### src/rtl/guess_evaluator.sv
// Registered guess evaluator: latches a secret, classifies each accepted guess
// as exact/close/wrong with a higher/lower hint, counts attempts and locks out.
module guess_evaluator #(
    parameter int WIDTH     = 4,
    parameter int THRESH    = 3,
    parameter int MAX_TRIES = 5
) (
    input  logic                               clk,
    input  logic                               rst_n,
    input  logic                               load,
    input  logic [WIDTH-1:0]                   secret,
    input  logic                               guess_valid,
    input  logic [WIDTH-1:0]                   guess,
    output logic                               guess_ready,
    output logic                               result_valid,
    output logic                               igual,
    output logic                               perto,
    output logic                               errada,
    output logic                               maior,
    output logic [$clog2(MAX_TRIES+1)-1:0]     tries,
    output logic                               venceu,
    output logic                               bloqueado
);

    localparam int TW = $clog2(MAX_TRIES + 1);
    localparam logic [TW-1:0]    MAX_T    = TW'(MAX_TRIES);
    localparam logic [WIDTH-1:0] THRESH_W = WIDTH'(THRESH);

    typedef enum logic [1:0] {IDLE, ARMED, WON, LOCKED} state_t;

    state_t           state_reg, state_next;
    logic [WIDTH-1:0] secret_reg, secret_next;
    logic [TW-1:0]    tries_reg, tries_next, tries_inc;
    logic             igual_reg, igual_next;
    logic             perto_reg, perto_next;
    logic             errada_reg, errada_next;
    logic             maior_reg, maior_next;
    logic             result_valid_reg, result_valid_next;
    logic             venceu_reg, bloqueado_reg;

    logic [WIDTH:0]   diff, diff_neg;
    logic [WIDTH-1:0] mag;
    logic             accept, is_equal, is_close;

    always_ff @(posedge clk or negedge rst_n) begin
        if (!rst_n) begin
            state_reg        <= IDLE;
            secret_reg       <= '0;
            tries_reg        <= '0;
            igual_reg        <= 1'b0;
            perto_reg        <= 1'b0;
            errada_reg       <= 1'b0;
            maior_reg        <= 1'b0;
            result_valid_reg <= 1'b0;
            venceu_reg       <= 1'b0;
            bloqueado_reg    <= 1'b0;
        end else begin
            state_reg        <= state_next;
            secret_reg       <= secret_next;
            tries_reg        <= tries_next;
            igual_reg        <= igual_next;
            perto_reg        <= perto_next;
            errada_reg       <= errada_next;
            maior_reg        <= maior_next;
            result_valid_reg <= result_valid_next;
            venceu_reg       <= (state_next == WON);
            bloqueado_reg    <= (state_next == LOCKED);
        end
    end

    always_comb begin
        // One extra bit keeps the signed difference exact for any pair of operands.
        diff     = {1'b0, guess} - {1'b0, secret_reg};
        diff_neg = ~diff + 1'b1;
        mag      = diff[WIDTH] ? diff_neg[WIDTH-1:0] : diff[WIDTH-1:0];
        is_equal = (diff == '0);
        is_close = (mag != '0) && (mag <= THRESH_W);

        guess_ready = (state_reg == ARMED) && !load;
        accept      = guess_valid && guess_ready;
        tries_inc   = (tries_reg == MAX_T) ? tries_reg : tries_reg + TW'(1);

        state_next        = state_reg;
        secret_next       = secret_reg;
        tries_next        = tries_reg;
        igual_next        = igual_reg;
        perto_next        = perto_reg;
        errada_next       = errada_reg;
        maior_next        = maior_reg;
        result_valid_next = 1'b0;

        if (load) begin
            state_next  = ARMED;
            secret_next = secret;
            tries_next  = '0;
            igual_next  = 1'b0;
            perto_next  = 1'b0;
            errada_next = 1'b0;
            maior_next  = 1'b0;
        end else if (accept) begin
            igual_next        = is_equal;
            perto_next        = is_close;
            errada_next       = !is_equal && !is_close;
            maior_next        = !diff[WIDTH] && !is_equal;
            tries_next        = tries_inc;
            result_valid_next = 1'b1;
            if (is_equal) begin
                state_next = WON;
            end else if (tries_inc == MAX_T) begin
                state_next = LOCKED;
            end
        end
    end

    assign result_valid = result_valid_reg;
    assign igual        = igual_reg;
    assign perto        = perto_reg;
    assign errada       = errada_reg;
    assign maior        = maior_reg;
    assign tries        = tries_reg;
    assign venceu       = venceu_reg;
    assign bloqueado    = bloqueado_reg;

endmodule

### config.mk
export PLATFORM = sky130hd
export DESIGN_NAME = guess_evaluator
export DESIGN_NICKNAME = d
export VERILOG_FILES = /design/src/rtl/guess_evaluator.sv
export SDC_FILE = /design/constraint.sdc
export NUM_CORES = 1
export LEC_CHECK = 0
export ABC_AREA = 1
export CORE_MARGIN = 8
export CORE_UTILIZATION = 51
export DETAILED_ROUTE_END_ITERATION = 16
export PLACE_DENSITY = 0.83
export SLEW_MARGIN = 30
export SYNTH_ARGS = -nofsm -noshare
export SYNTH_HDL_FRONTEND = slang
export SYNTH_SLANG_ARGS = --single-unit
### constraint.sdc
create_clock -name clk -period 5 [get_ports clk]
set_clock_uncertainty 0.15 [all_clocks]
set_input_delay 0.5 -clock clk [delete_from_list [all_inputs] [get_ports clk]]
set_output_delay 0.5 -clock clk [all_outputs]
set_load 0.01 [all_outputs]
== Word level (Yosys, flattened, before mapping) ==
Index checks and enable logic that the tools add are counted.

* Register bits after elaboration: 16
* Word-level logic and storage cells: 50
* Output and inout port bits: 11
* Input port bits: 12

* Bitwise operators: 1
* Mux-type cells: 18
* Equality and inequality tests: 5
* $add $sub $neg: 3
* Reductions and logical operators: 12
* Order comparisons: 1

{| class="wikitable"
|+ Operators with widths
! kind !! count
|-
| 1-bit 2-to-1 mux || 10
|-
| 3-bit 2-to-1 mux || 3
|-
| 2-bit 2-to-1 mux || 4
|-
| 3-bit == test, second input constant || 2
|-
| 1-bit logical AND || 5
|-
| 5-bit logical NOT || 1
|-
| 4-bit by 4-bit subtractor with 5-bit output || 1
|-
| 4-bit by 1-bit adder with 4-bit output, second input constant || 1
|-
| 2-bit == test, second input constant || 2
|-
| 4-bit by 2-bit <= comparator with 1-bit output, second input constant || 1
|-
| 1-bit logical NOT || 4
|-
| 4-bit 2-to-1 mux || 1
|-
| 4-bit NOT || 1
|-
| 4-bit nonzero test || 1
|-
| 3-bit by 1-bit adder with 3-bit output, second input constant || 1
|-
| 2-bit by 1-bit == test with 1-bit output, second input constant || 1
|-
| 2-bit nonzero test || 1
|}

== Longest topological paths before layout ==
Gate-level depths: netlist (run 1).

* Word-level depth: 10
* Mapped depth: 12
* Mapped depth without buffers: 12

== Worst setup path after synthesis (run 1) ==
Ideal clock, no wire load.

* Path type: in2reg
* Start point: input guess[0]
* End point: register errada_reg (netlist: errada)
* Data required time: 4.733 ns
* Slack: 3.047 ns
* Library setup time: 0.117 ns
* Buffers on the path: 0
* Cell stages on the path: 11
* Arrival time: 1.686 ns
* Cell sequence: inv_1 -> ha_1 -> fa_1 -> inv_1 -> nand3_1 -> nand2_1 -> nand3_1 -> nand2_1 -> nand3_1 -> nand2_1 -> nand2_1

* Longest elaborated chain between the ends: 10
* Elaborated cells between the ends (all ways): 13
* Classes of those cells: add/sub (2); order compare (1); mux (3); bitwise (1); reduce/logical (6)

{| class="wikitable"
|+ Ends and longest elaborated chain
! what !! line !! source
|-
| start: declaration || 13 || <nowiki>input logic [WIDTH-1:0] guess,</nowiki>
|-
| 4-bit by 4-bit subtractor with 5-bit output * || 73 || <nowiki>diff = {1'b0, guess} - {1'b0, secret_reg};</nowiki>
|-
| 4-bit NOT || 74 || <nowiki>diff_neg = ~diff + 1'b1;</nowiki>
|-
| 4-bit by 1-bit adder with 4-bit output || 74 ||
|-
| 4-bit 2-to-1 mux || 75 || <nowiki>mag = diff[WIDTH] ? diff_neg[WIDTH-1:0] : diff[WIDTH-1:0];</nowiki>
|-
| 4-bit by 2-bit <= comparator with 1-bit output or 4-bit nonzero test (tied branches) || 77 || <nowiki>is_close = (mag != '0) && (mag <= THRESH_W);</nowiki>
|-
| 1-bit logical AND || 77 ||
|-
| 1-bit logical NOT || 103 || <nowiki>errada_next = !is_equal && !is_close;</nowiki>
|-
| 1-bit logical AND * || 103 ||
|-
| 1-bit 2-to-1 mux * || 100 || <nowiki>end else if (accept) begin</nowiki>
|-
| 1-bit 2-to-1 mux * || 92 || <nowiki>if (load) begin</nowiki>
|-
| end signal: assignment || 63 || <nowiki>errada_reg <= errada_next;</nowiki>
|-
| end: declaration || 36 || <nowiki>logic errada_reg, errada_next;</nowiki>
|}

Every way passes the cells marked *; elsewhere a longest branch is shown, timed or not. The select of a mux whose other input is x is not followed.
A chain may end at the register's enable or synchronous reset.

== Worst setup path after layout (run 1) ==
* Start point: input load
* End point: output guess_ready

* Longest elaborated chain between the ends: 2

{| class="wikitable"
|+ Ends and longest elaborated chain
! what !! line !! source
|-
| start: declaration || 10 || <nowiki>input logic load,</nowiki>
|-
| 1-bit logical NOT || 79 || <nowiki>guess_ready = (state_reg == ARMED) && !load;</nowiki>
|-
| 1-bit logical AND || 79 ||
|-
| end: declaration || 14 || <nowiki>output logic guess_ready,</nowiki>
|}

No other way between the ends.

==> results of run 1 <==
-- layer usage --
metal	GRT usage, %	up-vias	wire [um]
met5	0	-	0
met4	5.59	0	40
met3	3.91	4	88
met2	19.1	19	794
met1	15.2	326	885
li1	-	410	-
-- cell usage after synthesis, drive strengths merged --
master	n	area (um2)
nor2	3	13.8
a21oi	2	13.8
o21ai	7	35.0
ha	6	75.1
fa	1	20.0
buf	1	11.3
nand2	38	145
nand3	12	60.1
or2	1	6.26
nand4	3	40.0
dfrtp	16	400
inv	19	73.8
nor3	1	5.00
o22ai	2	12.5
-- path summary, 6_finish.rpt --
check / startpoint / to / slack, ns / cells after the start
hold reg to reg: maior / maior / 0.34 / 2
setup reg to reg: secret_reg[0] / errada / 3.02 / 10
hold / removal: maior / maior / 0.34 / 2
min in group asynchronous: rst_n / errada / 0.47 / 1
setup / recovery: load / guess_ready / 2.46 / 3
max in group asynchronous: rst_n / tries[1] / 3.80 / 1
-- critical path: stages --
cell,delay (ns)
clkdlybuf4s50_1,0.57
nor3_1,0.25
clkdlybuf4s50_1,0.57
-- area by class of cell --
| cell class | count | area (um2) | share of cell area, % |
|---|---|---|---|
| tap | 25 | 31.3 | 2.63 |
| inverter | 19 | 73.8 | 6.21 |
| sequential | 16 | 400 | 33.7 |
| multi-input combinational | 76 | 427 | 35.9 |
| clock buffer | 4 | 36.3 | 3.05 |
| timing repair buffer | 22 | 220 | 18.5 |
-- where the power goes --
group	switching [mW]	leakage, nW	internal, mW
clock	0.0408	0.0210	0.0442
sequential	0.00753	0.206	0.141
combinational	0.0538	0.393	0.0459
total	0.102	0.620	0.231
-- cell families after synthesis --
family          count (synthesis)  share of synthesized area [%]
flops                          16                           43.9
simple gates                   58                           29.6
buf+inv                        20                           9.33
fa+ha+maj                       7                           10.4
compound gates                 11                           6.72
-- placed cells by master (no fill, tap or decap) --
master and count:
nand2_1 37, clkdlybuf4s50_1 22, o22ai_1 2, inv_2 2
or2_1 1, nand3_1 12, nor2_1 2, nand4_4 1
nand4_2 1, a21oi_1 1, inv_1 16, dfrtp_1 16
nand2_2 1, ha_1 6, a21oi_2 1, clkbuf_8 1
nand4_1 1, nor3_1 1, inv_4 1, o21ai_1 3
fa_1 1, nor2_2 1, o21ai_0 4, clkbuf_4 3
==> flow_summary.toml, run 1 <==
[final_layout]
final_core_util_pct = 69.6
final_layout_size_suffix_gt1_share_pct = 8.76
largest_reg_flops = 4
antenna_cells = 0
layout.cells.non_filler = 162
finalNetCount = 157
design_area_um2 = 1190
fillers = 133
areaGrowthSynthToFinish_pct = 30.3

[run_status]
status = "finished clean"

[drt]
drc = 0
num_vias = 759
antenna_left = 0
wl_per_cell_um = 11.2
finalWirelength_mm = 1.81
firstDrtPassIters = 4
viasPerCell = 4.69
drtIter0Drc = 13

[pwr]
finalPower_mw = 0.333
vdd_drop_max_mv = 0.239
power.density_nw_per_um2 = 280
p_leak_nw = 0.620

[place]
gp_congestion = 0.809
dp.cells = 158
post-place-ws_ns = 2.38
placed_area_um2 = 1150
dp_hpwl_mm = 1.49
numPortBuffers = 22

[timing]
min_period_ns = 2.54
finalCritPeriodShare_pct = 50.8
report.final.setup_viol = 0
worst_slack_ns = 2.46
fmax_ghz = 0.394
grt_setup_unrepaired = "false"
worst_slew_pin_slew_ns = 0.679
slew_violations = 0
whs_ns = 0.338
finalHoldViolations = 0
setup-tns-final_ns = 0
slew_headroom_pct = 54.6

[global_routing]
grt_pass1_wl_mm = 3.28
grt-ovfl-total = 0
antenna_found_initial = 0
grt_max_degree = 17
grtUsageTotal_pct = 12.3
grt_pass1_vias = 783

[cts]
cts_buffers = 3
clkLatencyLatePin_ns = 0.28
path_clk_slew_ns = 0.10
holdBufCountCts = 0
tritoncts = "built"
cts_setup_buffers = 0
cts_root_buf = "clkbuf_4"
cts_resized = 0
cts_buffer_depth = 2
clock_sinks = 16
h-tree-depth = 1

[worst_setup_path]
crit_path_max_fanout = 9
crit_type = "primary input to primary output"
arrival_ns = 1.89
end_kind = "primary output"
cp-start-kind = "primary input"
crit_required_ns = 4.35

[yosys]
avgSynthCellArea_um2 = 8.14
synth_area_um2 = 912
synthesis.instances = 112
synthDistinctLibCells = 22
synth_warnings = 0
ys_ff_latch = 16
yosysSeqAreaShare_pct = 43.9
postSynthNetCount = 131

[job]
drv_cap = 0

[floorplan]
io_pins = 23
start_util_pct = 53.4
die_h_um = 58.3
die_w_um = 58.3
row_count = 15
core_um2 = 1710
die_area_um2 = 3400

[worst_hold_path]
hp-class = "flip-flop to flip-flop"
Note: power is estimated with default switching activity, not from simulation.
==> run 2: changes to the inputs <==
--- a/config.mk
+++ b/config.mk
@@ -7,9 +7,9 @@
 export LEC_CHECK = 0
 export ABC_AREA = 1
 export CORE_MARGIN = 8
-export CORE_UTILIZATION = 51
+export CORE_UTILIZATION = 43
 export DETAILED_ROUTE_END_ITERATION = 16
-export PLACE_DENSITY = 0.83
+export PLACE_DENSITY = 0.74
 export SLEW_MARGIN = 30
 export SYNTH_ARGS = -nofsm -noshare
 export SYNTH_HDL_FRONTEND = slang
==> constraint.sdc (replaced) <==
create_clock -name clk -period 2.2 [get_ports clk]
set_clock_uncertainty 0.15 [all_clocks]
set_input_delay 0.22 -clock clk [delete_from_list [all_inputs] [get_ports clk]]
set_output_delay 0.22 -clock clk [all_outputs]
set_load 0.01 [all_outputs]
==> flow_summary.toml, run 2 (synthesis results as in run 1) <==
[run_status]
status = "finished clean"

[timing]
finalHoldViolations = 0
finalCritPeriodShare_pct = 91.4
slew_violations = 0
grt_setup_unrepaired = "false"
report.final.setup_viol = 0
worst_slew_pin_slew_ns = 0.683
slew_headroom_pct = 54.3
fmax_ghz = 0.498
min_period_ns = 2.01

[final_layout]
largest_reg_flops = 4
final_cell_mix = "nand2_1 (37), clkdlybuf4s50_1 (22), inv_1 (16), dfrtp_1 (16), nand3_1 (12)"
areaGrowthSynthToFinish_pct = 30.7
final_common_cell = "nand2_1"
finalNetCount = 159
antenna_cells = 0
design_area_um2 = 1190
final_core_util_pct = 60.2
final_layout_size_suffix_gt1_share_pct = 9.42

[drt]
num_vias = 815
drc = 0
wl_per_cell_um = 12.0
firstDrtPassIters = 4
antenna_left = 0
finalWirelength_mm = 1.98
viasPerCell = 4.94
drtIter0Drc = 32

[worst_setup_path]
cp_cell_sequence = "clkdlybuf4s50_1 -> inv_1 -> ha_1 -> fa_1 -> nand2_1 -> nand2_1 -> nor2_2 -> nand4_2 -> nand2_1 -> nor2_1"
cp-endpoint = "bloqueado"
cp-start-kind = "primary input"
crit_start = "guess[0]"
r2r_end = "bloqueado"
crit_required_ns = 2.23
reg2reg_depth = 8
crit_top_cell = "nand2_1"
crit_type = "primary input to flip-flop"
end_kind = "flip-flop"
slowest_stage = "clkdlybuf4s50_1"
r2r_slack_ns = 0.24
r2r_start = "secret_reg[0]"
critical_path.max_stage_delay_ns = 0.45
arrival_ns = 2.04
crit_path_max_fanout = 4

[cts]
cts_root_buf = "clkbuf_4"
cts_buffer_depth = 2
clock_sinks = 16
cts_resized = 0
clkLatencyLatePin_ns = 0.28
holdBufCountCts = 0
tritoncts = "built"
h-tree-depth = 1
cts_buffers = 3
cts_setup_buffers = 0
path_clk_slew_ns = 0.08

[pwr]
vdd_drop_max_mv = 0.412
power.density_nw_per_um2 = 608
power.share.sequential_pct = 46.5
switchingPower_mw = 0.232
p_leak_nw = 0.623
p_sw_share_pct = 32.0
pwr-share-comb_pct = 32.8
p_clk_share_pct = 20.7
finalPower_mw = 0.725
p_int_mw = 0.493

[place]
placed_area_um2 = 1170
gp_congestion = 0.790
numPortBuffers = 22
dp_hpwl_mm = 1.66

[global_routing]
grtUsageTotal_pct = 11.7
grt-ovfl-total = 0
grt_pass1_wl_mm = 3.35
antenna_found_initial = 0
grt_max_degree = 17
grt_pass1_vias = 813

[floorplan]
start_util_pct = 46.0
core_um2 = 1980
row_count = 16
die_w_um = 62.1
die_area_um2 = 3850
io_pins = 23
die_h_um = 62.1

[worst_hold_path]
hp-class = "primary input to async pin"

[job]
drv_cap = 0
[run 2: changes by cell type in the layout (fill, tap and decap cells not counted)]
cell,change
buf_4,+2
clkbuf_8,-1
[run 2: worst min-delay path by stage]
stage | endpoint | slack [ns] | cells past startpoint
floorplan | bloqueado | -0.23 | 0
finish | state_reg[0] | 0.19 | 1
global placement | maior | 0.31 | 2
global route | state_reg[0] | 0.26 | 1
detailed placement | maior | 0.31 | 2
CTS | state_reg[0] | 0.22 | 1
[run 2: routing by layer]
metal	vias to the layer above	wire [um]	track usage, %
met1	372	892	13.2
met5	-	0	0
met2	26	916	19.6
met3	7	130	3.91
li1	410	-	-
met4	0	40	4.87
[run 2: through the flow]
stage / std cells / setup WS [ns] / hold slack, ns / TNS (ns)
floorplan: 112 / 0.420 / -0.226 / 0
global placement: 162 / -0.0361 / 0.314 / -0.0607
detailed placement: 162 / -0.109 / 0.315 / -0.352
CTS: 165 / 0.202 / 0.216 / 0
global route: 165 / 0.0575 / 0.261 / 0
finish: 165 / 0.190 / 0.192 / 0
[run 2: area by class of cell]
| cell class | count | area (um2) |
|---|---|---|
| Clock buffer | 3 | 22.5 |
| Fill cell | 189 | 790 |
| Sequential cell | 16 | 400 |
| Tap cell | 27 | 33.8 |
| Multi-Input combinational cell | 76 | 427 |
| Inverter | 19 | 73.8 |
| Timing Repair Buffer | 24 | 235 |
[run 2: critical path, delay by kind of cell]
kind | cells | cell delay [ns]
buf+inv | 2 | 0.50
simple gates | 6 | 0.71
fa+ha+maj | 2 | 0.61
[run 2: power by group through the flow]
stage | Sequential (mW) | Clock (mW) | Combinational, mW
6_report | 0.337 | 0.150 | 0.238
5_1_grt | 0.341 | 0.164 | 0.267
4_1_cts | 0.337 | 0.154 | 0.238
3_5_place_dp | 0.343 | 0 | 0.237
3_3_place_gp | 0.342 | 0 | 0.227
2_1_floorplan | 0.350 | 0 | 0.129
==> RTL edit, RTL diff (config.mk and constraints of run 2) <==
`MAX_TRIES`: 5 -> 6.
--- a/src/rtl/guess_evaluator.sv
+++ b/src/rtl/guess_evaluator.sv
@@ -3,7 +3,7 @@
 module guess_evaluator #(
     parameter int WIDTH     = 4,
     parameter int THRESH    = 3,
-    parameter int MAX_TRIES = 5
+    parameter int MAX_TRIES = 6
 ) (
     input  logic                               clk,
     input  logic                               rst_n,
Function: changed (a bounded check fails within 10 cycles, from zero or initial values and one cycle with rst_n low).
==> RTL edit against run 2 <==
  * Sequential cell count did not move
  * Critical path type unchanged
  * Die area is 1.1% higher
  * Sequential power shrank 2%
  * Setup slack gained 0.044 ns
  * Design area up 2.7%
  * Routed wire length rose by 0.66%
  * Synthesized area rose by 1.5%
  * Combinational power is 9.2% lower
  * Power rose by 2.5%
==> RTL edit: results (changes against run 2) <==
metric	value	unit	change
status	finished, final reports clean		
drt total wl	1990	um	+0.66%
CP Data Arrival Time	2.02	ns	-0.02 ns
syn nets	132		+0.76%
total track usage	0.107		-0.00983
Worst VDD drop	0.468	mV	+14%
synth top area cells	dfrtp_1, nand2_1, ha_1, inv_1, nand3_1		
Hold WS	0.180	ns	-0.0117 ns
leakage	0.629	nW	+1.0%
worst skew pair latency	0.30	ns	+0.02 ns
CP startpoint	guess[0]		
fin nets	160		+0.63%
share of cells above drive strength 1	0.114		+0.0201
DP Wirelength	1670	um	+0.58%
Clock H-tree levels	1		unchanged
global-route wire length before repair	3350	um	unchanged
Comb. pwr	216	uW	-9.2%
PostCTS Resize Cnt	0		unchanged
post-synth top area share	0.432		-0.00653
worst flop-to-flop path startpoint	secret_reg[0]$_DFFE_PN0P_		
Worst-Margin Slew	0.690	ns	+0.00713 ns
DRT iter0 DRCs	24		-25%
sequential share of the synthesized area	0.432		-0.00653
worst-case reg-to-reg path depth	9		+1
Vias	802		-1.6%
Synth top cells by count	nand2_1, inv_1, dfrtp_1		
end of the critical path	errada$_DFFE_PN0P_		
P_int	516	uW	+4.7%
Max clock buf depth	2		unchanged
gpl congestion	0.745		-5.7%
CP Max Fanout	3		-1
clock share of power	0.265		+0.058
==> RTL edit: cell count changes after synthesis, sizes merged <==
| cell | delta |
|---|---|
| a21oi | +1 |
| a22o | +1 |
| inv | +2 |
| nand2 | -3 |
| nor2 | +1 |
| o22ai | -1 |
==> RTL edit: kinds of logic (layout without fill, tap and decap cells) <==
group,count (synthesis),after routing,synth area share
compound gates,12,12,0.0743
flops,16,16,0.432
buf+inv,22,49,0.0933
simple gates,56,56,0.297
fa+ha+maj,7,7,0.103
==> RTL edit: layout make-up <==
class	count	area, um^2
flip-flops and latches	16	400
well taps	28	35.0
repair buffers	24	235
clock buffers	4	36.3
fillers	207	902
multi-input cells	75	439
inverters	21	78.8
==> RTL edit: worst max-delay path, stage by stage <==
cell and delay, ns:
clkdlybuf4s50_1 0.45, inv_1 0.04, ha_1 0.21, fa_1 0.48, nand2_1 0.08, nor2_2 0.22
nand4_1 0.13, nand2_1 0.07, inv_1 0.03, nand2_1 0.04, nand2_1 0.04
==> RTL edit: per-stage QoR <==
stage	area (um^2)	worst slack (ns)	total power, mW	cells	utilization
after floorplan	926	0.389	0.464	113	-
after global placement	1190	-0.0532	0.548	164	0.559
after detailed placement	1190	-0.0861	0.554	164	0.559
after CTS	1220	0.225	0.754	168	0.576
after global routing	1220	0.100	0.794	168	0.576
final	1220	0.234	0.743	168	0.576
==> RTL edit: metal layers <==
layer	share of wire	wire length [um]	track usage
met1	0.39	785	0.100
met2	0.53	1050	0.186
met3	0.052	103	0.0448
met4	0.025	49	0.0712
met5	0	0	0
